==> src/rtl/pipe_hazard_unit.sv <==
// ============================================================================
// pipe_hazard_unit
// ----------------------------------------------------------------------------
// Purpose:
//   Data-hazard detection and forwarding-select for an in-order pipeline.
//   A small scoreboard follows every instruction issued from ID through
//   stages 1 (EX) .. DEPTH (WB). ID source registers are compared against it
//   to produce the stall request and the forwarding mux selects. Redirect
//   requests from EX are passed through as a flush. Stall and flush cycles
//   are counted in saturating counters.
//
// Build option:
//   PIPE_FORWARD_EN  defined   -> results forward from stages 1..DEPTH-1;
//                                 only an adjacent load-use stalls (one bubble).
//                    undefined -> no forwarding (fwd_a/fwd_b tied to 0); any
//                                 producer in stages 1..DEPTH-1 stalls ID until
//                                 it reaches the write-through stage DEPTH.
//
// Parameters:
//   AW     register-address width
//   DEPTH  tracked stages after ID (1 = EX, DEPTH = WB), 2..8
//   CW     event-counter width
//
// Ports:
//   clk          in   rising-edge clock
//   reset        in   asynchronous, active-low reset
//   id_valid     in   a real instruction is in ID
//   id_rs/id_rt  in   ID source registers           [AW]
//   id_use_rs/rt in   the corresponding source is read
//   id_dst       in   ID destination register       [AW]
//   id_regwrite  in   ID writes id_dst
//   id_memread   in   ID is a load
//   flush_req    in   taken branch / jump / IRQ / exception resolved in EX
//   stall        out  hold PC and IF/ID, bubble into EX
//   flush        out  squash IF/ID and the ID instruction
//   fwd_a/fwd_b  out  0 = register file, k = stage-k result
//   stall_cnt    out  saturating count of stall cycles  [CW]
//   flush_cnt    out  saturating count of flush cycles  [CW]
// ============================================================================
module pipe_hazard_unit #(
    parameter int AW    = 5,
    parameter int DEPTH = 3,
    parameter int CW    = 16
) (
    input  logic                         clk,
    input  logic                         reset,
    input  logic                         id_valid,
    input  logic [AW-1:0]                id_rs,
    input  logic [AW-1:0]                id_rt,
    input  logic                         id_use_rs,
    input  logic                         id_use_rt,
    input  logic [AW-1:0]                id_dst,
    input  logic                         id_regwrite,
    input  logic                         id_memread,
    input  logic                         flush_req,
    output logic                         stall,
    output logic                         flush,
    output logic [$clog2(DEPTH+1)-1:0]   fwd_a,
    output logic [$clog2(DEPTH+1)-1:0]   fwd_b,
    output logic [CW-1:0]                stall_cnt,
    output logic [CW-1:0]                flush_cnt
);

    localparam int FW = $clog2(DEPTH+1);

    // Scoreboard, index k = pipeline stage k.
    logic [DEPTH:1]  sb_valid_q;
    logic [DEPTH:1]  sb_wr_q;
    logic [DEPTH:1]  sb_load_q;
    logic [AW-1:0]   sb_dst_q [1:DEPTH];

    logic [DEPTH:1]  hit_rs;
    logic [DEPTH:1]  hit_rt;
    logic            hazard;
    logic [FW-1:0]   sel_a;
    logic [FW-1:0]   sel_b;
    logic [CW-1:0]   stall_cnt_q, stall_cnt_d;
    logic [CW-1:0]   flush_cnt_q, flush_cnt_d;

    assign flush = flush_req;
    // Redirect wins over stall; reset and an empty ID slot never stall.
    assign stall = reset & id_valid & ~flush_req & hazard;

    genvar gi;
    generate
        for (gi = 1; gi <= DEPTH; gi++) begin : g_stage
            if (gi == 1) begin : g_head
                // A stalled or flushed ID instruction enters EX as a bubble.
                always_ff @(posedge clk or negedge reset) begin
                    if (!reset) begin
                        sb_valid_q[gi] <= 1'b0;
                        sb_wr_q[gi]    <= 1'b0;
                        sb_load_q[gi]  <= 1'b0;
                        sb_dst_q[gi]   <= '0;
                    end else begin
                        sb_valid_q[gi] <= id_valid & ~stall & ~flush;
                        sb_wr_q[gi]    <= id_regwrite;
                        sb_load_q[gi]  <= id_memread;
                        sb_dst_q[gi]   <= id_dst;
                    end
                end
            end else begin : g_tail
                always_ff @(posedge clk or negedge reset) begin
                    if (!reset) begin
                        sb_valid_q[gi] <= 1'b0;
                        sb_wr_q[gi]    <= 1'b0;
                        sb_load_q[gi]  <= 1'b0;
                        sb_dst_q[gi]   <= '0;
                    end else begin
                        sb_valid_q[gi] <= sb_valid_q[gi-1];
                        sb_wr_q[gi]    <= sb_wr_q[gi-1];
                        sb_load_q[gi]  <= sb_load_q[gi-1];
                        sb_dst_q[gi]   <= sb_dst_q[gi-1];
                    end
                end
            end

            // $0 is hard-wired, so it is never a hazard or forward source.
            assign hit_rs[gi] = sb_valid_q[gi] & sb_wr_q[gi] & id_use_rs &
                                (sb_dst_q[gi] == id_rs) & (id_rs != '0);
            assign hit_rt[gi] = sb_valid_q[gi] & sb_wr_q[gi] & id_use_rt &
                                (sb_dst_q[gi] == id_rt) & (id_rt != '0);
        end
    endgenerate

    // Stage DEPTH writes through to the register file, so its match is
    // deliberately ignored; the load flag of the last stage is only carried.
    logic unused_bits;
    assign unused_bits = hit_rs[DEPTH] ^ hit_rt[DEPTH] ^ (^sb_load_q);

`ifdef PIPE_FORWARD_EN
    // A load in EX has no data yet: that is the only stall case.
    assign hazard = (hit_rs[1] | hit_rt[1]) & sb_load_q[1];

    // Descending scan so the youngest (smallest k) match is written last.
    always_comb begin
        sel_a = '0;
        sel_b = '0;
        for (int k = DEPTH-1; k >= 1; k--) begin
            if (hit_rs[k] && !(k == 1 && sb_load_q[1])) sel_a = FW'(k);
            if (hit_rt[k] && !(k == 1 && sb_load_q[1])) sel_b = FW'(k);
        end
    end
`else
    assign hazard = |(hit_rs[DEPTH-1:1] | hit_rt[DEPTH-1:1]);
    assign sel_a  = {FW{1'b0}};
    assign sel_b  = {FW{1'b0}};
`endif

    assign fwd_a = reset ? sel_a : {FW{1'b0}};
    assign fwd_b = reset ? sel_b : {FW{1'b0}};

    // Saturating event counters.
    always_comb begin
        stall_cnt_d = stall_cnt_q;
        flush_cnt_d = flush_cnt_q;
        if (stall && (stall_cnt_q != {CW{1'b1}})) stall_cnt_d = stall_cnt_q + CW'(1);
        if (flush && (flush_cnt_q != {CW{1'b1}})) flush_cnt_d = flush_cnt_q + CW'(1);
    end

    always_ff @(posedge clk or negedge reset) begin
        if (!reset) begin
            stall_cnt_q <= '0;
            flush_cnt_q <= '0;
        end else begin
            stall_cnt_q <= stall_cnt_d;
            flush_cnt_q <= flush_cnt_d;
        end
    end

    assign stall_cnt = stall_cnt_q;
    assign flush_cnt = flush_cnt_q;

endmodule

==> config.mk <==
export PLATFORM = sky130hd
export DESIGN_NAME = pipe_hazard_unit
export DESIGN_NICKNAME = d
export VERILOG_FILES = /design/src/rtl/pipe_hazard_unit.sv
export SDC_FILE = /design/constraint.sdc
export NUM_CORES = 1
export LEC_CHECK = 0
export BUFFER_PORTS_ARGS = -buffer_cell sky130_fd_sc_hd__buf_4
export CAP_MARGIN = 15
export CORE_MARGIN = 2
export CORE_UTILIZATION = 30
export DETAILED_ROUTE_END_ITERATION = 12
export SLEW_MARGIN = 40
export SYNTH_ARGS = -nofsm -noshare
export SYNTH_HDL_FRONTEND = slang
export SYNTH_SLANG_ARGS = --single-unit
export TNS_END_PERCENT = 30
==> constraint.sdc <==
create_clock -name clk -period 2.3 [get_ports clk]
set_input_delay 0.345 -clock clk [delete_from_list [all_inputs] [get_ports clk]]
set_output_delay 0.345 -clock clk [all_outputs]
set_load 0.1 [all_outputs]
Word-level counts from Yosys, hierarchy flattened

Cells that the tools add are included.

Bits in latches: 0
Memory bits (writable): 0
Output and inout bits: 38
Bits in read-only memories: 0
Register bits: 46
Memories: 0

Multiplexer cells: 0
Order comparisons: 0
Add/sub/neg operators: 2
Reduce and logical (&&, ||, !) cells: 5
Bitwise gates (word level): 22
Multipliers: 0
Div/mod/pow operators: 0
Shift operators: 0
Equal/unequal tests: 6

Operator list:

| operator                                      | count |
|---|---|
| adder 16 x 1 -> 16 bit, second input constant | 2 |
| inequality test 16 bit, second input constant | 2 |
| == test 5 bit                                 | 4 |
| bitwise AND 1 bit                             | 19 |
| nonzero test 5 bit                            | 2 |
| logical AND 1 bit                             | 2 |
| NOT 1 bit                                     | 2 |
| OR 2 bit                                      | 1 |
| OR reduction 2 bit                            | 1 |

Logic depth before layout (Yosys ltp)

Depth after elaboration: 10
Depth in mapped cells: 8
Mapped depth without buffers: 7

Worst setup path before layout

OpenSTA, ideal clock, no wires.

Path type: reg-to-reg
Start point: register flush_cnt_q[3], in the netlist flush_cnt[3]
End point: register flush_cnt_q[14], in the netlist flush_cnt[14]
Path slack: -76 ps
Data required time: 2138 ps
Stages on the path, launching flop included: 8
Clock period less this slack: 2376 ps
Buffers on the path: 1
Setup time: 162 ps
Arrival time: 2214 ps
Path through: dfrtp_1 -> and4_1 -> buf_2 -> nand4_1 -> o21ai_2 -> nor2_1 -> and3_1 -> xor2_1

Word-level cells in the longest chain between the ends: 2
Elaborated cells between the ends (all ways): 3
Those cells by class: add/sub (1); eq/ne (1); reduce/logical (1)

Ends and longest elaborated chain:

| element                                                        | RTL line | source |
|---|---|---|
| start, declared                                                | 78       | `logic [CW-1:0] flush_cnt_q, flush_cnt_d;` |
| start signal, assigned                                         | 167      | `flush_cnt_q <= flush_cnt_d;` |
| branches (longest 2 deep; another with adder 16 x 1 -> 16 bit) | n/a      |  |

Several ways; the timed one is not identified.
A chain may end at the register's enable or synchronous reset.

Worst setup path after layout

Start point: register sb_dst_q[10] (netlist bit)
End point: output stall

Word-level cells in the longest chain between the ends: 6
Elaborated cells between the ends (all ways): 9
Those cells by class: eq/ne (2); bitwise (6); reduce/logical (1)

Ends and longest elaborated chain:

| element                              | RTL line | source |
|---|---|---|
| start, declared                      | 70       | `logic [AW-1:0] sb_dst_q [1:DEPTH];` |
| start signal, assigned by index      | 99       | `sb_dst_q[gi] <= id_dst;` |
| == test 5 bit (on tied branches)     | 120, 122 |  |
| bitwise AND 1 bit (on tied branches) | 119, 121 |  |
| bitwise AND 1 bit (on tied branches) | 120, 122 |  |
| OR 2 bit (*)                         | 145      | `assign hazard = \|(hit_rs[DEPTH-1:1] \| hit_rt[DEPTH-1:1]);` |
| OR reduction 2 bit (*)               | 145      |  |
| bitwise AND 1 bit (*)                | 82       | `assign stall = reset & id_valid & ~flush_req & hazard;` |
| end, declared                        | 56       | `output logic stall,` |

Every way passes the cells marked *; elsewhere a longest branch is shown, timed or not.

==> run summary <==
Starting Density: 31.23%
top cells by area, synth: dfrtp_1 (50%), xnor2_1 (9.2%), xor2_1 (8.8%)
Final Setup Violations: 0
fraction of synthesized area in multiplexers: 1.585%
pwr dens: 777.8 mW/mm^2
total wire length: 4.595 mm
Clk Latency, worst-skew pair: 0.29 ns
Core Region: 0.007331 sq mm
pre-CTS setup slack: 0.2265 ns
RSZ-0062 raised after global routing: no
layout cells sized above 1: 37.21%
DRC: 0
Synth Flop Type: dfrtp_1
worst-case clock buffer depth: 2
Setup CP Type: reg -> out
Final min period: 2.182 ns
Reg clk slew, reported paths: 0.09 ns
post-synthesis register bit count: 46
startpoint types: flop
clock net sink count: 46
Setup TNS: 0 ns
Ports: 61
root buffer cell: clkbuf_8
Yosys cell types: 40
number of buffers created by CTS: 5
Worst EP arrival: 1.84 ns
worst ir drop on vdd: 902.3 uV
Post-Synth Adder-Cell Area: 1.093%
initial antenna violation count: 0
CTS tree: yes
routability cong.: 0.7540
Die Y: 91.37 um
Slew Limit Headroom: 61.25%
status: finished clean
DIE AREA: 0.008348 sq mm
synthesized instance count: 194
Simple-Gate Fraction of Synth Area: 22.08%
DRT Pass-1 Iters: 4
vias: 1579
Layout area overhead: 28.58%
Synth Cell Area: 0.002290 sq mm
depth of the CTS H-tree: 2
Cell Count, Final, Fillers Out: 357
Async SR Flop Fraction: 100.0%
Final nets: 282
Setup Skew: 0.007593 ns
Crit. End Element: output port
die width: 91.37 um
commonest non-fill, non-tap cells in the layout: buf_4 (60), dfrtp_1 (40), xnor2_1 (24), xor2_1 (23), and3_1 (15)
most common cell after layout, fill and taps aside: buf_4
diode count: 0
Final period util: 94.89%
Post-synth EDFFs: 0
I/O Buffers: 55
starting DRC count in detailed routing: 27
Pleak: 1.378 nW
worst-margin pin slew: 0.5812 ns
largest family of logic cells by synthesized area: simple AND/OR/NAND/NOR gates
syn avg cell area: 11.80 sq um
Remaining Overflow, GRT: 0
gr usage total: 11.43%
WP data required: 1.96 ns
Cell Count Post-Placement: 347
share of the synthesized area in the top cell type: 50.27%
max-slew violation count: 0
setup slack, reg-to-reg: 0.31 ns
drt wl/cell: 12.87 um
global-route wire length before repair: 7.679 mm
largest net degree at the start of global routing: 47
final worst slack: 0.1176 ns
Yosys top cell by area: dfrtp_1
layout filler cell count: 720
yosys warns: 0
Compound-Gate Fraction of Synth Area: 2.568%
number of hold buffers added after CTS: 0
post-detailed-route count of antenna-violating nets: 0
fmax: 458.2 MHz
vias in the first global route: 1601
dpl hpwl: 3.451 mm
xor/xnor cell area share of the yosys netlist: 18.69%
Max FO, Critical Path: 6
max_cap viols: 0
row cnt: 31
hold crit path type: in -> async
vias per inst: 4.423
final hold vios: 0
Seq/Total Area, Yosys: 50.27%
## power by group
part | internal (mW) | switching, mW | total (mW)
combinational | 0.171 | 0.568 | 0.739
clock | 0.325 | 0.259 | 0.584
sequential | 0.884 | 0.0830 | 0.967
## path summary, 6_finish.rpt
check                                        from                  endpoint  cells after the start
setup / recovery           sb_dst_q[10]$_DFF_PN0_                     stall                      5
hold / removal                              reset  flush_cnt[5]$_DFFE_PN0P_                      2
setup reg to reg           sb_dst_q[10]$_DFF_PN0_  stall_cnt[1]$_DFFE_PN0P_                      7
hold reg to reg              sb_wr_q[1]$_DFF_PN0_      sb_wr_q[2]$_DFF_PN0_                      0
max in group asynchronous                   reset  stall_cnt[1]$_DFFE_PN0P_                      2
min in group clk                        id_dst[2]    sb_dst_q[12]$_DFF_PN0_                      1
## cell type report
type	count	area, sq um	share of cell area [%]
inverter	3	11.26	0.3825
clock buffer	7	76.32	2.592
multi-input combinational	140	1074	36.46
clock inverter	1	30.03	1.020
timing repair buffer	61	470.5	15.98
sequential	46	1159	39.35
tap	99	123.9	4.207
## stage by stage
stage          total power [mW]  utilization [%]  instance area [sq um]  hold slack, ns
4_1_cts                   2.327            39.82                   2919          0.1462
3_5_place_dp              1.728            38.27                   2805          0.3710
6_report                  2.290            40.16                   2944          0.1520
2_1_floorplan             1.543                -                   2308         0.04941
5_1_grt                   2.391            40.16                   2944          0.1373
3_3_place_gp              1.722            38.27                   2805          0.3667
## per-layer routing
layer  track usage, %  vias to the layer above  share of wire [%]
li1                 -                      782                  -
met1            15.97                      759                 49
met2            17.59                       36                 46
met3            2.905                        2                3.8
met4            3.030                        0               0.57
met5                0                        -                  0
## sequential cells by signal (all words and copies together) (netlist names)
register    count
sb_valid_q      2
sb_dst_q       10
sb_wr_q         2
stall_cnt      16
flush_cnt      16
## cell families (layout without fill, tap and decap cells)
| family | count (synthesis) | in the layout |
|---|---|---|
| buffers and inverters | 11 | 72 |
| DFF | 46 | 46 |
| muxes | 3 | 3 |
| and+or+nand+nor | 77 | 77 |
| xor gates and xnor gates | 48 | 48 |
| other | 1 | 4 |
| AOI/OAI and AO/OA | 6 | 6 |
| adders and majority gates | 2 | 2 |
## cell usage after synthesis, drive strengths merged (2+ instances only)
library cell  number
a22oi              2
and2               2
and3              16
buf                8
dfrtp             46
ha                 2
inv                2
mux2               2
nand2             14
nand3             14
nand4             10
nand4b             2
nor2              10
nor4               4
o211ai             2
or4                2
xnor2             25
xor2              23
## what timing repair did
item                                    4_1_cts  5_1_grt
endpoints found under the setup margin        1        1
resized for setup                             2        2
pin swaps                                     0        3
setup buffers                                 0        2
## worst max-delay path: stages, from the launching register on
cell     delay (ns)
dfrtp_1        0.42
xor2_1         0.18
nor4_1         0.29
a22oi_1        0.16
o22ai_4        0.28
buf_12         0.22
(Power assumes the default switching activity.)
